## config.mk

```make
export PLATFORM = sky130hd
export DESIGN_NAME = pe_out_collector
export DESIGN_NICKNAME = d
export VERILOG_FILES = /design/src/rtl/pe_out_collector.sv
export SDC_FILE = /design/constraint.sdc
export NUM_CORES = 1
export LEC_CHECK = 0
export ABC_AREA = 1
export CORE_ASPECT_RATIO = 0.8
export CORE_MARGIN = 2
export CORE_UTILIZATION = 50
export CTS_CLUSTER_SIZE = 14
export DETAILED_ROUTE_END_ITERATION = 7
export PLACE_DENSITY = 0.78
export SETUP_SLACK_MARGIN = 0.1
export SLEW_MARGIN = 0
export SYNTH_ARGS = -nofsm -noshare
export SYNTH_HDL_FRONTEND = slang
export SYNTH_SLANG_ARGS = --single-unit
```

## constraint.sdc

```tcl
create_clock -name clk -period 2.4 [get_ports clk]
set_input_delay 0.48 -clock clk [delete_from_list [all_inputs] [get_ports clk]]
set_output_delay 0.48 -clock clk [all_outputs]
set_load 0.005 [all_outputs]
```

## src/rtl/pe_out_collector.sv

```systemverilog
// ---------------------------------------------------------------------------
// pe_out_collector
//
// Gathers one result word per PE lane into a frame. The frame is then sent,
// lane 0 first, on a single valid/ready stream. Every frame is exactly PE_NUM
// beats long. A lane that produced no result is sent as a zero word.
//
// While a frame is being sent, new results are parked in a one-deep pending
// slot per lane. When the last beat is accepted, the pending words become the
// next frame.
//
// Ports
//   clk         rising-edge clock
//   rst         asynchronous active-low reset (0 = reset)
//   flush       one-cycle request to send a partially filled frame
//   pe_out_v    per-lane result-valid pulse            [PE_NUM]
//   pe_out      packed per-lane result words           [PE_NUM*DATA_WIDTH*2]
//   dout_ready  downstream accept
//   dout_v      output word valid
//   dout        output word (complex I/Q pair)         [DATA_WIDTH*2]
//   dout_lane   source lane of the current word        [LANE_W]
//   dout_last   final word of the frame
//   busy        frame is being sent
//   overflow    sticky: a result word was overwritten before it was sent
// ---------------------------------------------------------------------------
module pe_out_collector #(
    parameter int DATA_WIDTH = 16,
    parameter int PE_NUM     = 8,
    parameter int LANE_W     = $clog2(PE_NUM)
) (
    input  logic                           clk,
    input  logic                           rst,
    input  logic                           flush,
    input  logic [PE_NUM-1:0]              pe_out_v,
    input  logic [PE_NUM*DATA_WIDTH*2-1:0] pe_out,
    input  logic                           dout_ready,
    output logic                           dout_v,
    output logic [DATA_WIDTH*2-1:0]        dout,
    output logic [LANE_W-1:0]              dout_lane,
    output logic                           dout_last,
    output logic                           busy,
    output logic                           overflow
);

    localparam int                WORD_W    = DATA_WIDTH * 2;
    localparam logic [LANE_W-1:0] LAST_LANE = LANE_W'(PE_NUM - 1);

    typedef enum logic {
        COLLECT = 1'b0,
        SEND    = 1'b1
    } state_t;

    state_t            state_reg, state_next;
    logic [LANE_W-1:0] idx_reg, idx_next;

    // cap holds the frame being collected or sent.
    // pend holds results that arrive while a frame is being sent.
    logic [WORD_W-1:0] cap_reg  [PE_NUM];
    logic [WORD_W-1:0] cap_next [PE_NUM];
    logic [WORD_W-1:0] pend_reg [PE_NUM];
    logic [WORD_W-1:0] pend_next[PE_NUM];
    logic [WORD_W-1:0] lane_word[PE_NUM];

    logic [PE_NUM-1:0] full_reg, full_next;
    logic [PE_NUM-1:0] pv_reg, pv_next;
    logic [PE_NUM-1:0] lane_ovf;
    logic              overflow_reg, overflow_next;

    logic              sending;
    logic              accept;
    logic              turnover;
    logic              launch;

    assign sending  = (state_reg == SEND);
    assign accept   = sending && dout_ready;
    // The last-beat acceptance edge is also the frame turnover edge.
    assign turnover = accept && (idx_reg == LAST_LANE);

    // Start sending once the registered frame is complete. A flush also
    // starts sending if any lane holds a word or is being captured this
    // cycle. A flush with nothing to send is dropped.
    assign launch = (state_reg == COLLECT) &&
                    ((&full_reg) || (flush && ((|full_reg) || (|pe_out_v))));

    // -----------------------------------------------------------------------
    // Per-lane storage update
    // -----------------------------------------------------------------------
    generate
        for (genvar gi = 0; gi < PE_NUM; gi++) begin : g_lane
            assign lane_word[gi] = pe_out[gi*WORD_W +: WORD_W];

            // cap is written by captures in COLLECT. On turnover it is
            // reloaded from pend, but a word arriving on that same edge wins.
            // cap is left untouched during the rest of SEND.
            assign cap_next[gi] =
                (!sending && pe_out_v[gi]) ? lane_word[gi] :
                turnover ? (pe_out_v[gi] ? lane_word[gi] : pend_reg[gi]) :
                cap_reg[gi];

            assign full_next[gi] =
                !sending ? (full_reg[gi] | pe_out_v[gi]) :
                turnover ? (pv_reg[gi] | pe_out_v[gi]) :
                full_reg[gi];

            assign pend_next[gi] =
                (sending && !turnover && pe_out_v[gi]) ? lane_word[gi] : pend_reg[gi];

            // pend is drained into cap on turnover. pend is never used
            // outside SEND.
            assign pv_next[gi] = sending && !turnover && (pv_reg[gi] | pe_out_v[gi]);

            // A word is lost when it lands on an occupied slot. The slot is
            // cap in COLLECT and pend in SEND, including the turnover edge.
            assign lane_ovf[gi] = pe_out_v[gi] & (sending ? pv_reg[gi] : full_reg[gi]);
        end
    endgenerate

    assign overflow_next = overflow_reg | (|lane_ovf);

    // -----------------------------------------------------------------------
    // Sequencer: next-state logic
    // -----------------------------------------------------------------------
    always_comb begin
        state_next = state_reg;
        idx_next   = idx_reg;
        case (state_reg)
            COLLECT: begin
                if (launch) begin
                    state_next = SEND;
                end
            end
            SEND: begin
                if (accept) begin
                    if (idx_reg == LAST_LANE) begin
                        idx_next   = '0;
                        state_next = COLLECT;
                    end else begin
                        idx_next = idx_reg + LANE_W'(1);
                    end
                end
            end
            default: begin
                state_next = COLLECT;
                idx_next   = '0;
            end
        endcase
    end

    // -----------------------------------------------------------------------
    // State registers
    // -----------------------------------------------------------------------
    always_ff @(posedge clk or negedge rst) begin
        if (!rst) begin
            state_reg    <= COLLECT;
            idx_reg      <= '0;
            full_reg     <= '0;
            pv_reg       <= '0;
            overflow_reg <= 1'b0;
            for (int i = 0; i < PE_NUM; i++) begin
                cap_reg[i]  <= '0;
                pend_reg[i] <= '0;
            end
        end else begin
            state_reg    <= state_next;
            idx_reg      <= idx_next;
            full_reg     <= full_next;
            pv_reg       <= pv_next;
            overflow_reg <= overflow_next;
            cap_reg      <= cap_next;
            pend_reg     <= pend_next;
        end
    end

    // -----------------------------------------------------------------------
    // Outputs
    // -----------------------------------------------------------------------
    // All outputs decode registered state only. When reset clears those
    // registers, the outputs drop at once without waiting for a clock edge.
    // An empty lane reads as zero.
    assign dout_v    = sending;
    assign busy      = sending;
    assign dout      = (sending && full_reg[idx_reg]) ? cap_reg[idx_reg] : '0;
    assign dout_lane = idx_reg;
    assign dout_last = sending && (idx_reg == LAST_LANE);
    assign overflow  = overflow_reg;

endmodule

```

==> flow_metrics.py, run 1 <==
metrics = {
    "setup_path": {
        "cp-start-kind": "register",
        "worstSetupEndpointType": "primary output",
        "crit_family": "buffers and inverters",
        "cp.required_ns": 1.92,
        "cp_common_cell": "buf_6",
        "crit_path_max_incr_delay_ns": 0.53,
        "crit_arrival_ns": 2.37,
        "critPathBufInv": 4,
        "crit_type": "register to primary output",
        "path_cells": "buf_6, nand2_1, nand3_1, nand3_2, nand3_4, buf_12, buf_6, nor2_4, buf_2",
        "worstPathMaxFanout": 6,
        "cpMaxStageDelayCell": "dfrtp_4",
    },
    "sta": {
        "setup_tns_ns": -12.86,
        "setup_viol": 40,
        "fmax_mhz": 351,
        "fin_crit_sh_pct": 119,
        "post-route-min-period_ns": 2.85,
        "rsz0062_at_grt": "true",
        "hold_violations": 0,
        "slew_violations": 0,
        "skew_ns": 0.0250,
        "max_slew_margin_pct": 53.3,
        "worst_pin_slew_ns": 0.700,
        "fin_ws_ns": -0.448,
        "whs_ns": 0.231,
    },
    "pwr": {
        "netSwitchingPower_uw": 16900,
        "p_per_area_nw_per_um2": 1280,
        "finalPower_uw": 42000,
        "p_leak_uw": 0.0155,
        "p_int_uw": 25100,
        "power.share.sequential_pct": 35.7,
        "power_frac_comb_pct": 43.4,
        "vdd_drop_max_v": 0.000758,
        "swShare_pct": 40.3,
        "clock_power_share_pct": 20.9,
    },
    "drt": {
        "wire_per_inst_um": 20.8,
        "drc": 0,
        "antenna_left": 0,
        "drt-total-wl_um": 86500,
        "avgViaCountPerCell": 5.73,
        "dr.pass1.iters": 7,
        "vias": 23882,
        "first_iter_violations": 3049,
    },
    "cells_and_area": {
        "fillers": 4022,
        "final_cell_count_no_fill": 4170,
        "final_layout_size_suffix_gt1_share_pct": 14.3,
        "finalNetCount": 3712,
        "area_delta_synth_final_pct": 27.9,
        "multiInputGateArea_um2": 10700,
        "seq_area_um2": 13300,
    },
    "clock_network": {
        "htree_levels": 2,
        "clockRootBuffer": "clkbuf_16",
        "cts_made_buffers": 53,
        "clk_latency_ns": 0.63,
        "cts_tree": "built",
        "clockBufferDepth": 3,
        "clkSlewWorstSetupHoldPaths_ns": 0.07,
        "clock-sinks": 533,
    },
    "floorplanning": {
        "io_pins": 307,
        "die_w_um": 257,
        "die_y_um": 206,
        "dieArea_um2": 53100,
        "initial_utilization_pct": 50.4,
        "coreArea_um2": 50800,
        "row_count": 74,
    },
    "synthesis": {
        "syn-num-nets": 3399,
        "synth.distinct_cells": 26,
        "yosys-top-cells-area": "dfrtp_1 (52%), nand2_1 (12%), o21ai_0 (6.0%)",
        "ys.flop_type": "dfrtp_1",
        "yosysWarningCount": 0,
        "async_reset_ff_share_pct": 100,
        "synth_edf_count": 0,
        "syn_inst": 3129,
        "netlist.area_leader.share_pct": 52.0,
        "ys_ff_latch": 533,
        "synth_area_um2": 25600,
        "yosysSeqAreaShare_pct": 52.0,
        "yosysMostFrequentCell": "nand2_1",
        "synth_area_leader_cell": "dfrtp_1",
        "avgSynthCellArea_um2": 8.19,
        "ys_top_cells_by_count": "nand2_1 (845), dfrtp_1 (533), o21ai_0 (306), nand3_1 (258), nor2_1 (250)",
    },
    "min_path": {
        "min_path_type": "input pin to register",
    },
    "placement": {
        "portBuffers": 306,
        "hpwl_um": 59900,
        "gp_congestion": 1.02,
        "placed_cells": 4039,
    },
    "grt": {
        "track_usage_pct": 32.6,
        "grt_max_degree": 77,
        "grt_pass1_wl_um": 132000,
        "grt_pass1_vias": 22199,
        "grt_overflow_total": 0,
        "antenna_found_initial": 4,
    },
    "run": {
        "maxCapViolCount": 0,
    },
    "status": {
        "status": "complete, but fails checks",
        "violations": "negative setup slack",
    },
}
[routing by layer]
metal  global-route usage (%)  share of wire [%]  vias up
met5                        0              0.031        -
met1                     47.2                 41    11457
met3                     10.6                 13      195
li1                         -                  -    10848
met4                     12.1                3.8        4
met2                     45.6                 42     1378
[final timing paths]
kind	startpoint	end	slack [ns]	depth (start not counted)
max	dout_lane[0]$_DFFE_PN0P_	dout[10]	-0.45	9
min	pe_out_v[4]	pv_reg[4]$_DFF_PN0_	0.23	3
max reg2reg	dout_lane[0]$_DFFE_PN0P_	full_reg[1]$_DFFE_PN0N_	-0.04	12
min reg2reg	pend_reg[175]$_DFFE_PN0P_	pend_reg[175]$_DFFE_PN0P_	0.47	2
max in group asynchronous	rst	cap_reg[19]$_DFFE_PN0P_	1.24	4
min in group asynchronous	rst	pend_reg[170]$_DFFE_PN0P_	0.38	2
[cell type report]
| class | count | area share (%) |
|---|---|---|
| sequential | 533 | 40.7 |
| multi-input combinational | 2172 | 32.7 |
| timing repair buffer | 485 | 16.1 |
| clock buffer | 84 | 5.02 |
| tap | 684 | 2.61 |
| inverter | 197 | 2.29 |
| clock inverter | 13 | 0.542 |
| antenna | 2 | 0.0153 |
[logic make-up after synthesis]
| kind of cell | Yosys count | share of synthesized area, % |
|---|---|---|
| multiplexers | 61 | 2.38 |
| flip-flops | 533 | 52.0 |
| adder cells (fa/ha/maj) | 2 | 0.0976 |
| buffers and inverters | 424 | 7.46 |
| AND/OR/NAND/NOR | 1459 | 23.9 |
| AO/OA/AOI/OAI | 650 | 14.1 |
[per-stage QoR]
stage               utilization, %  instance area [um2]  setup slack [ns]
floorplan                        -                25600             0.553
global placement              59.0                30000            -0.169
detailed placement            59.0                30000            -0.184
CTS                           64.3                32700            -0.418
global route                  64.5                32800            -0.497
finish                        64.5                32800            -0.448
[cell usage in the layout, fill, tap and decap left out, types with 2 or more instances in the layout]
| cell | instances |
|---|---|
| nand2_1 | 812 |
| dfrtp_1 | 530 |
| o21ai_0 | 293 |
| clkdlybuf4s50_1 | 263 |
| nand3_1 | 244 |
| nor2_1 | 219 |
| inv_1 | 192 |
| a21oi_1 | 190 |
| o211ai_1 | 132 |
| buf_4 | 95 |
| or2_2 | 90 |
| mux2i_1 | 61 |
| clkbuf_16 | 55 |
| buf_12 | 46 |
| nand2_2 | 40 |
| buf_2 | 33 |
| o21ai_1 | 30 |
| buf_6 | 21 |
| nor2_4 | 19 |
| clkbuf_8 | 16 |
| nand3_2 | 13 |
| clkbuf_1 | 13 |
| buf_16 | 13 |
| nor2_2 | 12 |
| nand2_4 | 7 |
| buf_8 | 7 |
| clkinv_2 | 5 |
| bufinv_16 | 4 |
| bufbuf_16 | 4 |
| o21ai_4 | 3 |
| inv_6 | 3 |
| diode_2 | 2 |
| a31oi_1 | 2 |
| inv_2 | 2 |
| nor2_8 | 2 |
| ha_1 | 2 |
| dfrtp_2 | 2 |
| clkinvlp_4 | 2 |
| dlygate4sd2_1 | 2 |
[tightest hold or removal path: stages]
cell    delay (ns)
buf_2         0.16
nor2_1        0.12
nor2_1        0.05
[power groups by stage]
stage / logic, uW / registers (uW) / clock network [uW]
final: 18300 / 15000 / 8770
after floorplan: 8770 / 13700 / 0
after global routing: 19700 / 15200 / 9160
after detailed placement: 14900 / 14800 / 0
after CTS: 17400 / 14800 / 8760
after global placement: 14500 / 14800 / 0
[timing repair]
action,4_1_cts,5_1_grt
endpoints found under the setup margin,512,511
hold buffers,1,0
pin swaps,99,12
cloned,15,0
setup buffers,19,0
hold endpoints to repair,32,0
resized for setup,271,36
(Power assumes the default switching activity.)
==> run 2: changes to the inputs <==
- CTS_BUF_LIST: unset -> sky130_fd_sc_hd__clkbuf_16
==> run 2 against run 1 <==
  * The run still ends with negative setup slack left
  * Non-clock buffer count grew 78
  * Register-to-register slack worse by 0.09 ns
  * Die area is the same
  * Count of clock-buffer cells in the layout is 29 lower
  * Clock skew increased by 0.0041 ns
  * Critical endpoint is now dout[2]
  * Largest power group unchanged
==> flow_metrics.py, run 2 (synthesis results as in run 1) <==
metrics = {
    "status": {
        "status": "complete, but fails checks",
        "violations": "negative setup slack",
    },
    "floorplanning": {
        "row_count": 74,
        "io_pins": 307,
        "die_w_um": 257,
        "dieArea_um2": 53100,
        "coreArea_um2": 50800,
        "die_y_um": 206,
        "initial_utilization_pct": 50.4,
    },
    "sta": {
        "fmax_mhz": 310,
        "worst_pin_slew_ns": 0.829,
        "fin_crit_sh_pct": 135,
        "rsz0062_at_grt": "true",
        "skew_ns": 0.0290,
        "slew_violations": 0,
        "fin_ws_ns": -0.828,
        "max_slew_margin_pct": 44.7,
        "hold_violations": 0,
        "setup_viol": 324,
        "post-route-min-period_ns": 3.23,
    },
    "setup_path": {
        "reg2reg_to": "pend_reg[237]$_DFFE_PN0P_",
        "r2r_setup_slack_ns": -0.13,
        "cp-start-kind": "register",
        "crit_type": "register to primary output",
        "crit_start": "dout_lane[0]$_DFFE_PN0P_",
        "crit_family": "compound AO/OA/AOI/OAI gates",
        "cpMaxStageDelayCell": "o211ai_1",
        "crit_path_max_incr_delay_ns": 0.58,
        "critPathBufInv": 3,
        "path_cells": "buf_12, buf_16, o211ai_1, nand3_1, nand2_1, nor2_1, buf_2",
        "crit_arrival_ns": 2.75,
        "worstReg2RegStart": "dout_lane[0]$_DFFE_PN0P_",
        "worstPathMaxFanout": 6,
        "cp.required_ns": 1.92,
        "worstSetupEndpointType": "primary output",
        "rr_worst_depth": 15,
    },
    "min_path": {
        "min_path_type": "input pin to register",
        "min_to": "pv_reg[4]$_DFF_PN0_",
        "worstHoldStart": "pe_out_v[4]",
        "whs_path_depth": 3,
    },
    "clock_network": {
        "cts_made_buffers": 53,
        "clock-sinks": 533,
        "clkSlewWorstSetupHoldPaths_ns": 0.07,
        "clockRootBuffer": "clkbuf_16",
        "clk_latency_ns": 0.63,
        "cts_tree": "built",
        "clockBufferDepth": 3,
        "htree_levels": 2,
    },
    "placement": {
        "place_area_um2": 30000,
        "portBuffers": 306,
        "placed_cells": 4039,
        "hpwl_um": 59900,
        "gp_congestion": 1.02,
        "post-place-ws_ns": -0.184,
    },
    "drt": {
        "drt-total-wl_um": 99800,
        "dr.pass1.iters": 6,
        "wire_per_inst_um": 23.5,
        "antenna_left": 0,
        "avgViaCountPerCell": 6.06,
        "first_iter_violations": 3817,
        "drc": 0,
        "vias": 25754,
    },
    "grt": {
        "grt_pass1_vias": 22307,
        "grt_pass1_wl_um": 133000,
        "met1_usage_pct": 47.5,
        "grt_overflow_total": 0,
        "met3_usage_pct": 11.0,
        "grt_busiest_layer": "met1",
        "use_met2_pct": 45.6,
        "antenna_found_initial": 5,
        "grt_max_degree": 77,
        "track_usage_pct": 32.8,
    },
    "cells_and_area": {
        "layout_commonest_cell": "nand2_1",
        "mostFrequentLayoutCells": "nand2_1 (608), dfrtp_1 (529), clkdlybuf4s50_1 (263)",
        "finalNetCount": 3792,
        "final_util_pct": 70.4,
        "finalInstanceArea_um2": 35800,
        "area_delta_synth_final_pct": 39.6,
        "final_cell_count_no_fill": 4251,
        "final_layout_size_suffix_gt1_share_pct": 23.8,
    },
    "run": {
        "maxCapViolCount": 0,
    },
    "pwr": {
        "p_leak_uw": 0.0169,
        "vdd_drop_max_v": 0.000803,
        "finalPower_uw": 44700,
        "p_per_area_nw_per_um2": 1250,
    },
}
-- run 2: cell count changes in the layout (fill, tap and decap cells not counted), moves of 23 or more --
cell,change
nand2_4,+88
nand3_2,+23
nand3_1,-24
clkbuf_16,+42
nand2_2,+106
nand2_1,-204
o21ai_0,-66
o21ai_2,+51
-- run 2: layout make-up --
type                            count  area [um2]
Clock buffer                       55        1380
Clock inverter                     42         287
Inverter                          197         773
Multi-Input combinational cell   2174       12200
Antenna cell                        3        7.51
Tap cell                          684         856
Sequential cell                   533       13300
Timing Repair Buffer              563        6930
Fill cell                        3390       15100
-- run 2: worst max path at each step --
stage / to / cells after the start
floorplan: dout[10] / 10
global placement: dout[10] / 9
detailed placement: dout[10] / 9
CTS: dout[2] / 7
global route: dout[2] / 7
finish: dout[2] / 7
-- run 2: metrics by stage --
stage,setup TNS (ns),hold slack [ns]
finish,-27.68,0.244
global route,-42.66,0.241
CTS,-10.54,0.212
detailed placement,-2.22,0.421
global placement,-1.51,0.420
floorplan,0,0.184
-- run 2: tightest hold or removal path: stages --
cell and delay, ns:
buf_2 0.16, nor2_1 0.14, nor2_1 0.06
-- run 2: metal layers --
| layer | part of all wire [%] | up-vias |
|---|---|---|
| met3 | 14 | 360 |
| li1 | - | 11057 |
| met5 | 0.027 | - |
| met2 | 43 | 1920 |
| met4 | 4.8 | 4 |
| met1 | 38 | 12413 |
-- run 2: repair_timing --
| action | 4_1_cts | 5_1_grt |
|---|---|---|
| cloned | 20 | 60 |
| pin swaps | 136 | 88 |
| hold buffers | 1 | 0 |
| gates resized for setup | 296 | 545 |
| endpoints found under the setup margin | 514 | 235 |
| endpoints found under the hold margin | 32 | 0 |
| setup buffers | 14 | 27 |
-- run 2: report_power, final --
| group | total (uW) | leakage, uW | switching, uW | internal, uW |
|---|---|---|---|---|
| combinational | 21000 | 0.00982 | 12200 | 8890 |
| sequential | 15400 | 0.00627 | 3030 | 12400 |
| clock | 8250 | 0.000857 | 3700 | 4550 |
